$ cat src/rtl/alu_sequencer_pkg.sv
// Shared definitions for the ALU sequencer: opcodes, FSM states, flag bit positions.
package alu_sequencer_pkg;

  localparam logic [3:0] OP_ADD  = 4'h0;
  localparam logic [3:0] OP_SUB  = 4'h1;
  localparam logic [3:0] OP_AND  = 4'h2;
  localparam logic [3:0] OP_OR   = 4'h3;
  localparam logic [3:0] OP_XOR  = 4'h4;
  localparam logic [3:0] OP_NOTA = 4'h5;
  localparam logic [3:0] OP_NOTB = 4'h6;
  localparam logic [3:0] OP_SHL  = 4'h7;
  localparam logic [3:0] OP_SHR  = 4'h8;
  localparam logic [3:0] OP_LDA  = 4'h9;
  localparam logic [3:0] OP_LDB  = 4'hA;
  localparam logic [3:0] OP_JMP  = 4'hB;
  localparam logic [3:0] OP_JZ   = 4'hC;
  localparam logic [3:0] OP_JNZ  = 4'hD;
  localparam logic [3:0] OP_JC   = 4'hE;
  localparam logic [3:0] OP_HALT = 4'hF;

  // {Z,N,C,V} positions inside the flags register
  localparam int FZ = 3;
  localparam int FN = 2;
  localparam int FC = 1;
  localparam int FV = 0;

  // Stall budget used only when fetch is not allowed to wait forever
  localparam logic [7:0] FETCH_TIMEOUT = 8'hFF;

  typedef enum logic [1:0] {
    ST_FETCH  = 2'd0,
    ST_EXEC   = 2'd1,
    ST_HALTED = 2'd2
  } state_t;

  function automatic logic is_alu_op(input logic [3:0] op);
    return (op <= OP_SHR);
  endfunction

endpackage

$ cat src/rtl/alu_sequencer.sv
// Instruction sequencer driving an external 8-bit ALU.
//
// state     | meaning
// ----------+-------------------------------------------------------------
// ST_FETCH  | im_req high, waiting for im_valid; latch ir and bump pc
// ST_EXEC   | one cycle: ALU writeback, immediate load, jump or halt
// ST_HALTED | absorbing; only rst_n leaves it
module alu_sequencer
  import alu_sequencer_pkg::*;
#(
  parameter logic [7:0] RESET_PC   = 8'h00,
  parameter bit         IM_WAIT_OK = 1'b1
) (
  input  logic        clk,
  input  logic        rst_n,
  output logic        im_req,
  output logic [7:0]  im_addr,
  input  logic        im_valid,
  input  logic [15:0] im_data,
  output logic [7:0]  alu_a,
  output logic [7:0]  alu_b,
  output logic [3:0]  alu_s,
  input  logic [7:0]  alu_out,
  input  logic        alu_z,
  input  logic        alu_n,
  input  logic        alu_c,
  input  logic        alu_v,
  output logic [7:0]  reg_a,
  output logic [7:0]  reg_b,
  output logic [3:0]  flags,
  output logic        halted
);

  state_t      r_state, w_state_nxt;
  logic [7:0]  r_pc, w_pc_nxt;
  logic [7:0]  r_a, w_a_nxt;
  logic [7:0]  r_b, w_b_nxt;
  logic [3:0]  r_flags, w_flags_nxt;
  logic [15:0] r_ir, w_ir_nxt;
  logic        r_halted, w_halted_nxt;
  logic        r_live;
  logic [7:0]  r_wait_cnt;

  logic [3:0]  w_op;
  logic        w_dst;
  logic [7:0]  w_imm;
  logic        w_accept;
  logic        w_timeout;
  logic [3:0]  w_alu_s;
  logic        w_unused_ir;

  assign w_op        = r_ir[15:12];
  assign w_dst       = r_ir[11];
  assign w_imm       = r_ir[7:0];
  assign w_unused_ir = ^r_ir[10:8];

  // r_live holds im_req low for the first cycle after reset release
  assign im_req    = r_live && (r_state == ST_FETCH);
  assign w_accept  = im_req && im_valid;
  assign w_timeout = !IM_WAIT_OK && im_req && !im_valid && (r_wait_cnt == '0);

  assign im_addr = r_pc;
  assign alu_a   = r_a;
  assign alu_b   = r_b;
  assign alu_s   = w_alu_s;
  assign reg_a   = r_a;
  assign reg_b   = r_b;
  assign flags   = r_flags;
  assign halted  = r_halted;

  // Next-state, architectural updates and ALU opcode for the current state
  always_comb begin
    w_state_nxt  = r_state;
    w_pc_nxt     = r_pc;
    w_a_nxt      = r_a;
    w_b_nxt      = r_b;
    w_flags_nxt  = r_flags;
    w_ir_nxt     = r_ir;
    w_halted_nxt = r_halted;
    w_alu_s      = 4'h0;
    case (r_state)
      ST_FETCH: begin
        if (w_accept) begin
          w_ir_nxt    = im_data;
          w_pc_nxt    = r_pc + 8'd1;
          w_state_nxt = ST_EXEC;
        end else if (w_timeout) begin
          w_halted_nxt = 1'b1;
          w_state_nxt  = ST_HALTED;
        end
      end
      ST_EXEC: begin
        w_state_nxt = ST_FETCH;
        if (is_alu_op(w_op)) begin
          w_alu_s     = w_op;
          w_flags_nxt = {alu_z, alu_n, alu_c, alu_v};
          if (w_dst) w_b_nxt = alu_out;
          else       w_a_nxt = alu_out;
        end else begin
          case (w_op)
            OP_LDA:  w_a_nxt = w_imm;
            OP_LDB:  w_b_nxt = w_imm;
            OP_JMP:  w_pc_nxt = w_imm;
            OP_JZ:   if (r_flags[FZ])  w_pc_nxt = w_imm;
            OP_JNZ:  if (!r_flags[FZ]) w_pc_nxt = w_imm;
            OP_JC:   if (r_flags[FC])  w_pc_nxt = w_imm;
            OP_HALT: begin
              w_halted_nxt = 1'b1;
              w_state_nxt  = ST_HALTED;
            end
            default: ;
          endcase
        end
      end
      ST_HALTED: ;
      default: w_state_nxt = ST_FETCH;
    endcase
  end

  // State and architectural registers with synchronous active-low reset
  always_ff @(posedge clk) begin
    if (!rst_n) begin
      r_state  <= ST_FETCH;
      r_pc     <= RESET_PC;
      r_a      <= '0;
      r_b      <= '0;
      r_flags  <= '0;
      r_ir     <= '0;
      r_halted <= 1'b0;
      r_live   <= 1'b0;
    end else begin
      r_state  <= w_state_nxt;
      r_pc     <= w_pc_nxt;
      r_a      <= w_a_nxt;
      r_b      <= w_b_nxt;
      r_flags  <= w_flags_nxt;
      r_ir     <= w_ir_nxt;
      r_halted <= w_halted_nxt;
      r_live   <= 1'b1;
    end
  end

  // Fetch stall down-counter; reloads whenever fetch is not actively stalled
  always_ff @(posedge clk) begin
    if (!rst_n) begin
      r_wait_cnt <= FETCH_TIMEOUT;
    end else if (im_req && !im_valid && (r_wait_cnt != '0)) begin
      r_wait_cnt <= r_wait_cnt - 8'd1;
    end else if (!(im_req && !im_valid)) begin
      r_wait_cnt <= FETCH_TIMEOUT;
    end
  end

endmodule

$ cat config.mk
export PLATFORM = sky130hd
export DESIGN_NAME = alu_sequencer
export DESIGN_NICKNAME = d
export VERILOG_FILES = /design/src/rtl/alu_sequencer_pkg.sv /design/src/rtl/alu_sequencer.sv
export SDC_FILE = /design/constraint.sdc
export NUM_CORES = 1
export LEC_CHECK = 0
export BUFFER_PORTS_ARGS = -buffer_cell sky130_fd_sc_hd__buf_2
export CORE_AREA = 2 2 52 91
export DETAILED_ROUTE_END_ITERATION = 12
export DIE_AREA = 0 0 54 93
export PLACE_DENSITY = 0.82
export SETUP_SLACK_MARGIN = 0.5
export SLEW_MARGIN = 20
export SYNTH_ARGS = -nofsm -noshare
export SYNTH_HDL_FRONTEND = slang
export SYNTH_SLANG_ARGS = --single-unit
$ cat constraint.sdc
create_clock -name clk -period 4 [get_ports clk]
set_clock_uncertainty 0.15 [all_clocks]
set_input_delay 1.2 -clock clk [delete_from_list [all_inputs] [get_ports clk]]
set_output_delay 1.2 -clock clk [all_outputs]
set_load 0.1 [all_outputs]
After elaboration in Yosys (flattened, before gate mapping)
Index checks and enable logic that the tools add are counted.
- flip-flop bits (word level): 48
- logic and storage cells: 62
- $add $sub $neg: 1
- magnitude comparators: 1
- equal/unequal tests: 17
- mux-type cells: 20
- bitwise logic cells: 2
- reduce and logical (&&, ||, !) cells: 13
- operators by type and width (cell ; count):
    $mux W8 ; 11
    $pmux W8 S4 ; 1
    $eq A4 B4 Y1 const B ; 7
    $pmux W8 S2 ; 1
    $ne A3 B3 Y1 const B ; 3
    $reduce_and A3 Y1 ; 3
    $add A8 B1 Y8 const B ; 1
    $mux W4 ; 2
    $ne A2 B2 Y1 const B ; 4
    $reduce_and A7 Y1 ; 1
    $mux W2 ; 3
    $pmux W2 S3 ; 1
    $reduce_and A2 Y1 ; 3
    $reduce_bool A2 Y1 ; 3
    $ne A5 B2 Y1 const B ; 1
    $le A4 B4 Y1 const B ; 1
    $eq A2 B1 Y1 const B ; 1
    $eq A2 B2 Y1 const B ; 1
    $logic_and A1 B1 Y1 ; 2
    $logic_not A2 Y1 ; 1
    $not A1 Y1 ; 2
    $mux W1 ; 1

Longest topological paths before layout
Gate-level depths: netlist (run 1).
- depth after elaboration: 5
- depth in mapped cells: 7

Worst setup path after synthesis (run 1)
No wires, ideal clock.
- path kind: reg2out
- start point: register r_state[0]
- end point: output alu_s[3]
- arrival time: 3.702 ns
- slack: -1.052 ns
- stages on the path, launching flop included: 6
- path buffers: 2
- path through: dfxtp_1 -> nor2b_1 -> buf_4 -> buf_2 -> nand2_1 -> nor4_1
- longest elaborated chain between the ends: 2
- ends and longest elaborated chain (what ; RTL line ; source):
    start: declaration ; alu_sequencer.sv:34 ; state_t r_state, w_state_nxt;
    start signal: assignment ; alu_sequencer.sv:132 ; r_state <= w_state_nxt;
    $eq A2 B1 Y1 ; alu_sequencer.sv:81 ; case (r_state)
    $mux W4 ; alu_sequencer.sv:81 ;
    end: declaration ; alu_sequencer.sv:22 ; output logic [3:0] alu_s,
Every way passes these cells.

Final worst setup path (run 1)
Ends and elaborated chain as after synthesis.

==> qor.txt, run 1 <==
diodes inserted: 0
Slew Limit Headroom: 37.1%
Yosys Warn Count: 0
CTS Buf Count: 5
status: finished, final reports clean
Max Cap Viol: 0
PD cells: 389 nW/um^2
CTS max path bufs: 2
Worst EP arrival: 1.88 ns
post-route antenna net violation count: 0
Sequential Area: 901 um^2
input/output buffers: 77
Via Count: 1942
cells after synthesis: 259
slew at the pin closest to its max-slew limit: 0.940 ns
Peak Freq: 310 MHz
setup TNS: 0 ns
Layout area overhead: 16.9%
initial antenna violation count: 0
xor/xnor cell area share of the yosys netlist: 0%
R2R setup slack: 1.48 ns
Final WS setup: 0.771 ns
Setup-failing EPs final: 0
CTS tree: yes
GRT met1 Usage: 21.9%
All-Layer GR Usage: 19.2%
post-synthesis async set-or-reset flop share: 0%
Critical R2R Launch: r_state[0]
Die Y: 93 um
post-route design area: 2590 um^2
dpl cell area: 2480 um^2
I/O Pins: 81
Mapped Avg Cell Area: 8.57 um^2
FP Rows: 32
Yosys reg bits: 45
initial drt markers: 26
Clock Root Buffer: clkbuf_8
vias in the first global route: 1679
Util after Layout: 60.0%
Sinks on Clock Net: 45
Final Max Tran Viols: 0
min-delay src: halted
number of nets in the layout: 342
Die Wd: 54 um
top cells by area, synth: dfxtp_1, nand2_1, o211a_1
drt wl/cell: 13.3 um
number of vias per cell: 5.36
hold_ws: 0.311 ns
number of synthesized flops with an enable pin: 0
area leader, netlist: dfxtp_1
Initial Utilization: 51.3%
final std cells w/o fill: 362
Post-CTS Hold Fix Bufs: 0
Post-Synth Adder-Cell Area: 0.564%
Layout fillers: 402
Worst setup SP type: register
clk_lat worst skew: 0.29 ns
DP Wirelength: 3550 um
RSZ-0062 raised after global routing: false
Setup CP Type: reg -> out
multi-input logic area: 1100 um^2
die area: 5020 um^2
met3 usage: 2.88%
Core Area: 4320 um^2
cts repair resizes: 0
layout cell share with drive strength beyond 1: 31.8%
Fin. Hold Viols: 0
final WL: 4800 um
mux contribution to synthesized area: 4.29%
Req. time, crit path: 2.65 ns
first-pass GRT wire length: 7360 um
postcts setup bufs: 0
post-synth top area share: 40.6%
worst hold path class: reg -> reg
most common cell after layout, fill and taps aside: buf_2
Post-Syn Nets: 291
GP Congestion: 0.830
critical-path maximum fanout: 8
DP Worst Slack: 1.10 ns
synth unique cells: 41
kind of end point of the critical path: primary output
met2 usage: 33.4%
Synth Area in Compound Gates: 24.0%
reg-to-reg endpoint: alu_b[1]
R2R depth: 6
Clock transition at path regs: 0.08 ns
most frequent cells in the layout: buf_2, nand2_1, dfxtp_1
min Tclk post-route: 3.23 ns
Critical Path Start: r_state[0]
final worst-path cycle share: 80.7%
GR Overflow Total: 0
simple-gate area share of the yosys netlist: 20.4%
H-Tree Depth: 2
Inst Count DP: 354
Netlist Area Pre-Place: 2220 um^2
Final Power: 1.01 mW
main combinational cell family by area after synthesis: compound AO/OA/AOI/OAI gates
most crowded layer after global routing: met2
hold path endpoint: halted
largest net degree at the start of global routing: 51
Post-route DRC: 0
Seq/Total Area, Yosys: 40.6%
Lkg Pwr: 1.34 nW
Cells on Worst Hold Path: 1
Initial DRT Pass Iterations: 4
ys flop type: dfxtp_1
Peak VDD IR: 0.309 mV
==> metal layers <==
metal  share of wire, %  wire [um]
met3                4.6        220
met2                 52       2520
met4                2.2        104
met1                 41       1960
met5                  0          0
==> flip-flops by register name, indices dropped and copies added, names as in the netlist <==
signal / flops
r_live: 1
flags: 4
r_ir: 13
im_addr: 8
alu_a: 8
r_state: 2
halted: 1
alu_b: 8
==> logic make-up after synthesis <==
logic type	after synthesis
flip-flops	45
AND/OR/NAND/NOR	105
buffers and inverters	35
multiplexers	9
AO/OA/AOI/OAI	64
adder cells (fa/ha/maj)	1
==> critical path: stages, from the launching register on <==
cell	delay, ns
dfxtp_1	0.40
nor2b_1	0.49
nand2_1	0.16
nor4_2	0.31
buf_12	0.23
==> worst max-delay path by stage <==
| stage | end | slack, ns | depth (start not counted) |
|---|---|---|---|
| floorplan | alu_s[0] | -0.16 | 3 |
| global placement | alu_s[3] | 1.15 | 4 |
| detailed placement | alu_s[3] | 1.10 | 4 |
| CTS | alu_s[3] | 0.77 | 4 |
| global route | alu_s[3] | 0.64 | 4 |
| finish | alu_s[3] | 0.77 | 4 |
==> report_power, final <==
| part | switching [mW] | internal [mW] | leakage [nW] |
|---|---|---|---|
| Clock | 0.159 | 0.187 | 0.0543 |
| Combinational | 0.143 | 0.0406 | 0.923 |
| Sequential | 0.0157 | 0.462 | 0.366 |
==> synth_stat cells, types with 3 or more instances <==
| cell | n |
|---|---|
| nand2_1 | 75 |
| dfxtp_1 | 45 |
| buf_4 | 19 |
| a21boi_0 | 17 |
| o211a_1 | 16 |
| clkbuf_1 | 8 |
| mux2i_1 | 8 |
| nand3_1 | 7 |
| nor2_1 | 7 |
| buf_2 | 6 |
| a21oi_1 | 5 |
| o21ai_0 | 4 |
| o31ai_1 | 4 |
| nor3b_1 | 3 |
| o22ai_1 | 3 |
==> layout make-up <==
type | instances | area share [%]
Clock buffer | 5 | 2.65
Clock inverter | 3 | 1.78
Multi-Input combinational cell | 179 | 42.4
Sequential cell | 45 | 34.7
Tap cell | 51 | 2.46
Timing Repair Buffer | 79 | 16.0
(Power assumes the default switching activity.)
==> run 2: changes to the inputs <==
- CORE_AREA: 2 2 52 91 -> 2 2 57 99
- DIE_AREA: 0 0 54 93 -> 0 0 59 101
- PLACE_DENSITY: 0.82 -> 0.73
- clock period: 4 -> 2.8 ns (I/O delays scaled with it)
==> run 2 against run 1 <==
Effect of this change:
- design area rose by 8.9%
- register-to-register slack got worse by 0.67 ns
- non-clock buffer count is 11 higher
- critical path type unchanged
- largest cell class unchanged
==> qor.txt, run 2 (synthesized netlist as in run 1, its figures left out) <==
status: finished, final reports clean
FP Rows: 35
All-Layer GR Usage: 19.3%
reg-to-reg endpoint: im_addr[0]
critical-path maximum fanout: 4
Slowest cell on crit path: dfxtp_4
kind of end point of the critical path: primary output
Post-route DRC: 0
die area: 5960 um^2
input/output buffers: 77
DP Wirelength: 3740 um
Worst EP arrival: 1.35 ns
most frequent cells in the layout: nand2_1, buf_2, dfxtp_2, dfxtp_1, a21boi_0
max reg flops: 13
layout cell share with drive strength beyond 1: 43.8%
Final Max Tran Viols: 0
Lkg Pwr: 1.45 nW
initial drt markers: 52
drt wl/cell: 14.1 um
Initial DRT Pass Iterations: 4
hold path endpoint: flags[2]
diodes inserted: 0
GR Overflow Total: 0
Peak Freq: 427 MHz
Final Power: 1.56 mW
Util after Layout: 54.6%
Layout area overhead: 27.3%
final WL: 5310 um
min-delay src: flags[2]
post-route antenna net violation count: 0
min Tclk post-route: 2.34 ns
largest net degree at the start of global routing: 51
Biggest register: r_ir
Layout fillers: 497
R2R setup slack: 0.81 ns
Critical R2R Launch: r_ir[13]
initial antenna violation count: 0
first-pass GRT wire length: 8830 um
slew at the pin closest to its max-slew limit: 0.770 ns
Clock transition at path regs: 0.09 ns
Slew Limit Headroom: 48.7%
CTS Buf Count: 5
Die Y: 101 um
Worst setup SP type: register
vias in the first global route: 1959
Initial Utilization: 42.9%
PD cells: 551 nW/um^2
Setup-failing EPs final: 0
R2R depth: 6
clk_lat worst skew: 0.30 ns
number of nets in the layout: 353
CTS max path bufs: 2
I/O Pins: 81
Via Count: 1991
final worst-path cycle share: 83.6%
Die Wd: 59 um
CTS tree: yes
Sinks on Clock Net: 45
CP max stage delay: 0.37 ns
most common cell after layout, fill and taps aside: nand2_1
Post-CTS Hold Fix Bufs: 0
Cells on Worst Hold Path: 2
Max Cap Viol: 0
number of vias per cell: 5.28
Core Area: 5170 um^2
Setup CP Type: reg -> out
crit-path cells: nor2b_4, nand2_4, nor4_4, buf_12
RSZ-0062 raised after global routing: true
H-Tree Depth: 2
worst hold path class: reg -> reg
Fin. Hold Viols: 0
Clock Root Buffer: clkbuf_8
Req. time, crit path: 1.81 ns
GP Congestion: 0.756
Peak VDD IR: 0.458 mV
[run 2: cell types whose count changed in the layout (fill, tap and decap cells not counted), sizes merged]
cell and change:
buf +11, bufinv +1, clkinv -1, clkinvlp -1
inv +1
[run 2: worst max path at each step]
stage	from	endpoint	slack [ns]	cells after the start
final	r_state[0]	alu_s[3]	0.46	4
after global placement	r_state[1]	alu_s[2]	0.45	3
after CTS	r_state[0]	alu_s[3]	0.45	4
after detailed placement	r_state[1]	alu_s[0]	0.43	3
after floorplan	r_state[0]	alu_s[3]	-0.07	5
after global routing	r_state[0]	alu_s[3]	0.39	4
[run 2: critical path, delay by kind of cell, from the launching register on]
kind                   cells  cell delay (ns)
AND/OR/NAND/NOR            3             0.46
flip-flops                 1             0.37
buffers and inverters      1             0.21
[run 2: metrics by stage]
step | std cells | setup slack [ns] | hold WS (ns) | setup TNS (ns) | area (um^2)
finish | 377 | 0.459 | 0.317 | 0 | 2820
global route | 377 | 0.386 | 0.357 | 0 | 2820
CTS | 377 | 0.453 | 0.320 | 0 | 2820
detailed placement | 360 | 0.431 | 0.306 | 0 | 2580
global placement | 360 | 0.454 | 0.299 | 0 | 2580
floorplan | 259 | -0.0726 | 0.306 | -0.139 | 2300
[run 2: cell type report]
type                       count  area (um^2)  share of cell area (%)
sequential                    45          938                    33.2
timing repair buffer          90          529                    18.7
clock inverter                 3         68.8                    2.44
clock buffer                   5         68.8                    2.44
tap                           55         68.8                    2.44
multi-input combinational    179         1150                    40.7
[run 2: power by group]
| part | switching (mW) | internal [mW] | leakage (nW) |
|---|---|---|---|
| Sequential | 0.0225 | 0.661 | 0.378 |
| Combinational | 0.211 | 0.0686 | 1.01 |
| Clock | 0.233 | 0.359 | 0.0687 |
| Total | 0.467 | 1.09 | 1.45 |
[run 2: timing repair]
action	4_1_cts	5_1_grt
endpoints found under the setup margin	5	5
cloned	1	0
gates resized for setup	16	1
setup buffers	8	0
pin swaps	2	1
[run 2: per-layer routing]
layer  wire length, um  share of wire, %  track usage, %  vias up
met3               241               4.5            3.34       10
met5                 0                 0               0        -
met2              2800                53            34.1       63
met1              2140                40            22.2      917
met4               134               2.5            7.87        0
li1                  -                 -               -     1001
==> run 3: changes to the inputs <==
- clock period: 2.8 -> 1.9 ns (I/O delays scaled with it)
==> run 3 against run 2 <==
Effect of this change:
- the run now ends with setup timing left
- critical endpoint is now alu_s[1]
- via count is 19% higher
- sequential share of layout area shrank 10 points
- combinational power increased by 150%
- critical path type unchanged
- highest routed layer unchanged
==> qor.txt, run 3 (synthesized netlist as in run 1, its figures left out) <==
Final WS setup: -0.177 ns
Biggest register: r_ir
status: finished with violations
Fin. Hold Viols: 0
FP Rows: 35
DP Worst Slack: -0.0502 ns
Clock Root Buffer: clkbuf_8
Max Cap Viol: 0
Post-route DRC: 0
GR Overflow Total: 0
clk_lat worst skew: 0.30 ns
final WL: 8810 um
most frequent cells in the layout: buf_12, nand2_1, dfxtp_4
Core Area: 5170 um^2
RSZ-0062 raised after global routing: true
All-Layer GR Usage: 25.2%
Lkg Pwr: 1.91 nW
slew at the pin closest to its max-slew limit: 0.275 ns
Setup-failing EPs final: 6
Layout fillers: 231
number of vias per cell: 5.80
Layout area overhead: 99.9%
worst hold path class: reg -> reg
H-Tree Depth: 2
largest net degree at the start of global routing: 51
initial drt markers: 102
hold_ws: 0.356 ns
Via Count: 2378
Post-CTS Hold Fix Bufs: 0
failing checks: setup timing
layout cell share with drive strength beyond 1: 71.5%
Peak VDD IR: 0.550 mV
post-route antenna net violation count: 0
most common cell after layout, fill and taps aside: buf_12
drt wl/cell: 21.5 um
diodes inserted: 0
Slew Limit Headroom: 81.6%
die area: 5960 um^2
Clock transition at path regs: 0.09 ns
max reg flops: 13
initial antenna violation count: 0
Die Y: 101 um
Die Wd: 59 um
CP max stage delay: 0.37 ns
input/output buffers: 77
min Tclk post-route: 2.08 ns
Worst setup SP type: register
Worst EP arrival: 1.36 ns
number of nets in the layout: 386
Initial DRT Pass Iterations: 4
critical-path maximum fanout: 4
Slowest cell on crit path: dfxtp_4
Critical path buffers and inverters: 1
Initial Utilization: 42.9%
final worst-path cycle share: 109%
crit-path cells: o31ai_4, and3_4, buf_12
DP Wirelength: 4090 um
Peak Freq: 482 MHz
I/O Pins: 81
CTS tree: yes
kind of end point of the critical path: primary output
Top delay family on crit path: flip-flops
Final Max Tran Viols: 0
Sinks on Clock Net: 45
vias in the first global route: 2418
CTS Buf Count: 5
PD cells: 514 nW/um^2
Req. time, crit path: 1.18 ns
CTS max path bufs: 2
Final Power: 2.28 mW
Setup CP Type: reg -> out
first-pass GRT wire length: 11500 um
GP Congestion: 0.799
## run 3: final timing paths
path / startpoint / endpoint / slack (ns) / cells after the start
worst max-delay path: r_ir[13] / alu_s[1] / -0.18 / 3
worst min-delay path: halted / halted / 0.36 / 1
worst max register to register: r_state[0] / im_addr[2] / -0.04 / 8
worst min register to register: halted / halted / 0.36 / 1
## run 3: repair_timing
action                                  in CTS  in global routing
cloned                                       3                  2
resized for setup                          270                 71
endpoints found under the setup margin      91                 92
buffers inserted                            20                  6
pin swaps                                   20                 16
## run 3: through the flow
| step | TNS [ns] | cell area [um^2] | cells | util (%) |
|---|---|---|---|---|
| after global routing | -1.06 | 4430 | 410 | 85.8 |
| after CTS | -0.542 | 4110 | 402 | 79.4 |
| after floorplan | -9.85 | 2620 | 259 | - |
| after global placement | -0.0262 | 2830 | 371 | 54.8 |
| after detailed placement | -0.0766 | 2830 | 371 | 54.8 |
| final | -0.699 | 4430 | 410 | 85.8 |
## run 3: worst reg2reg max path: stages (launching register included)
cell and delay [ns]:
dfxtp_2 0.34, buf_6 0.13, buf_6 0.11, and4bb_2 0.33, a41oi_2 0.06, a41o_4 0.31, buf_12 0.15, o211ai_1 0.16
o21ai_1 0.10
## run 3: layout make-up
type / instances / area, um^2 / area share [%]
clock inverters: 2 / 10.0 / 0.226
repair buffers: 123 / 1660 / 37.5
flip-flops and latches: 45 / 1010 / 22.9
clock buffers: 6 / 72.6 / 1.64
well taps: 55 / 68.8 / 1.55
multi-input cells: 179 / 1600 / 36.2
## run 3: routing by layer
layer,track usage (%),vias to the layer above,wire length (um)
met4,10.8,0,378
met1,26.6,1155,2970
met3,2.82,29,419
met5,0,-,0
li1,-,1075,-
met2,47.8,119,5050
## run 3: power by group
part	total [mW]	leakage [nW]	switching, mW	internal [mW]
clock network	0.584	0.0450	0.328	0.255
logic	0.691	1.47	0.404	0.286
registers	1.00	0.391	0.0552	0.947
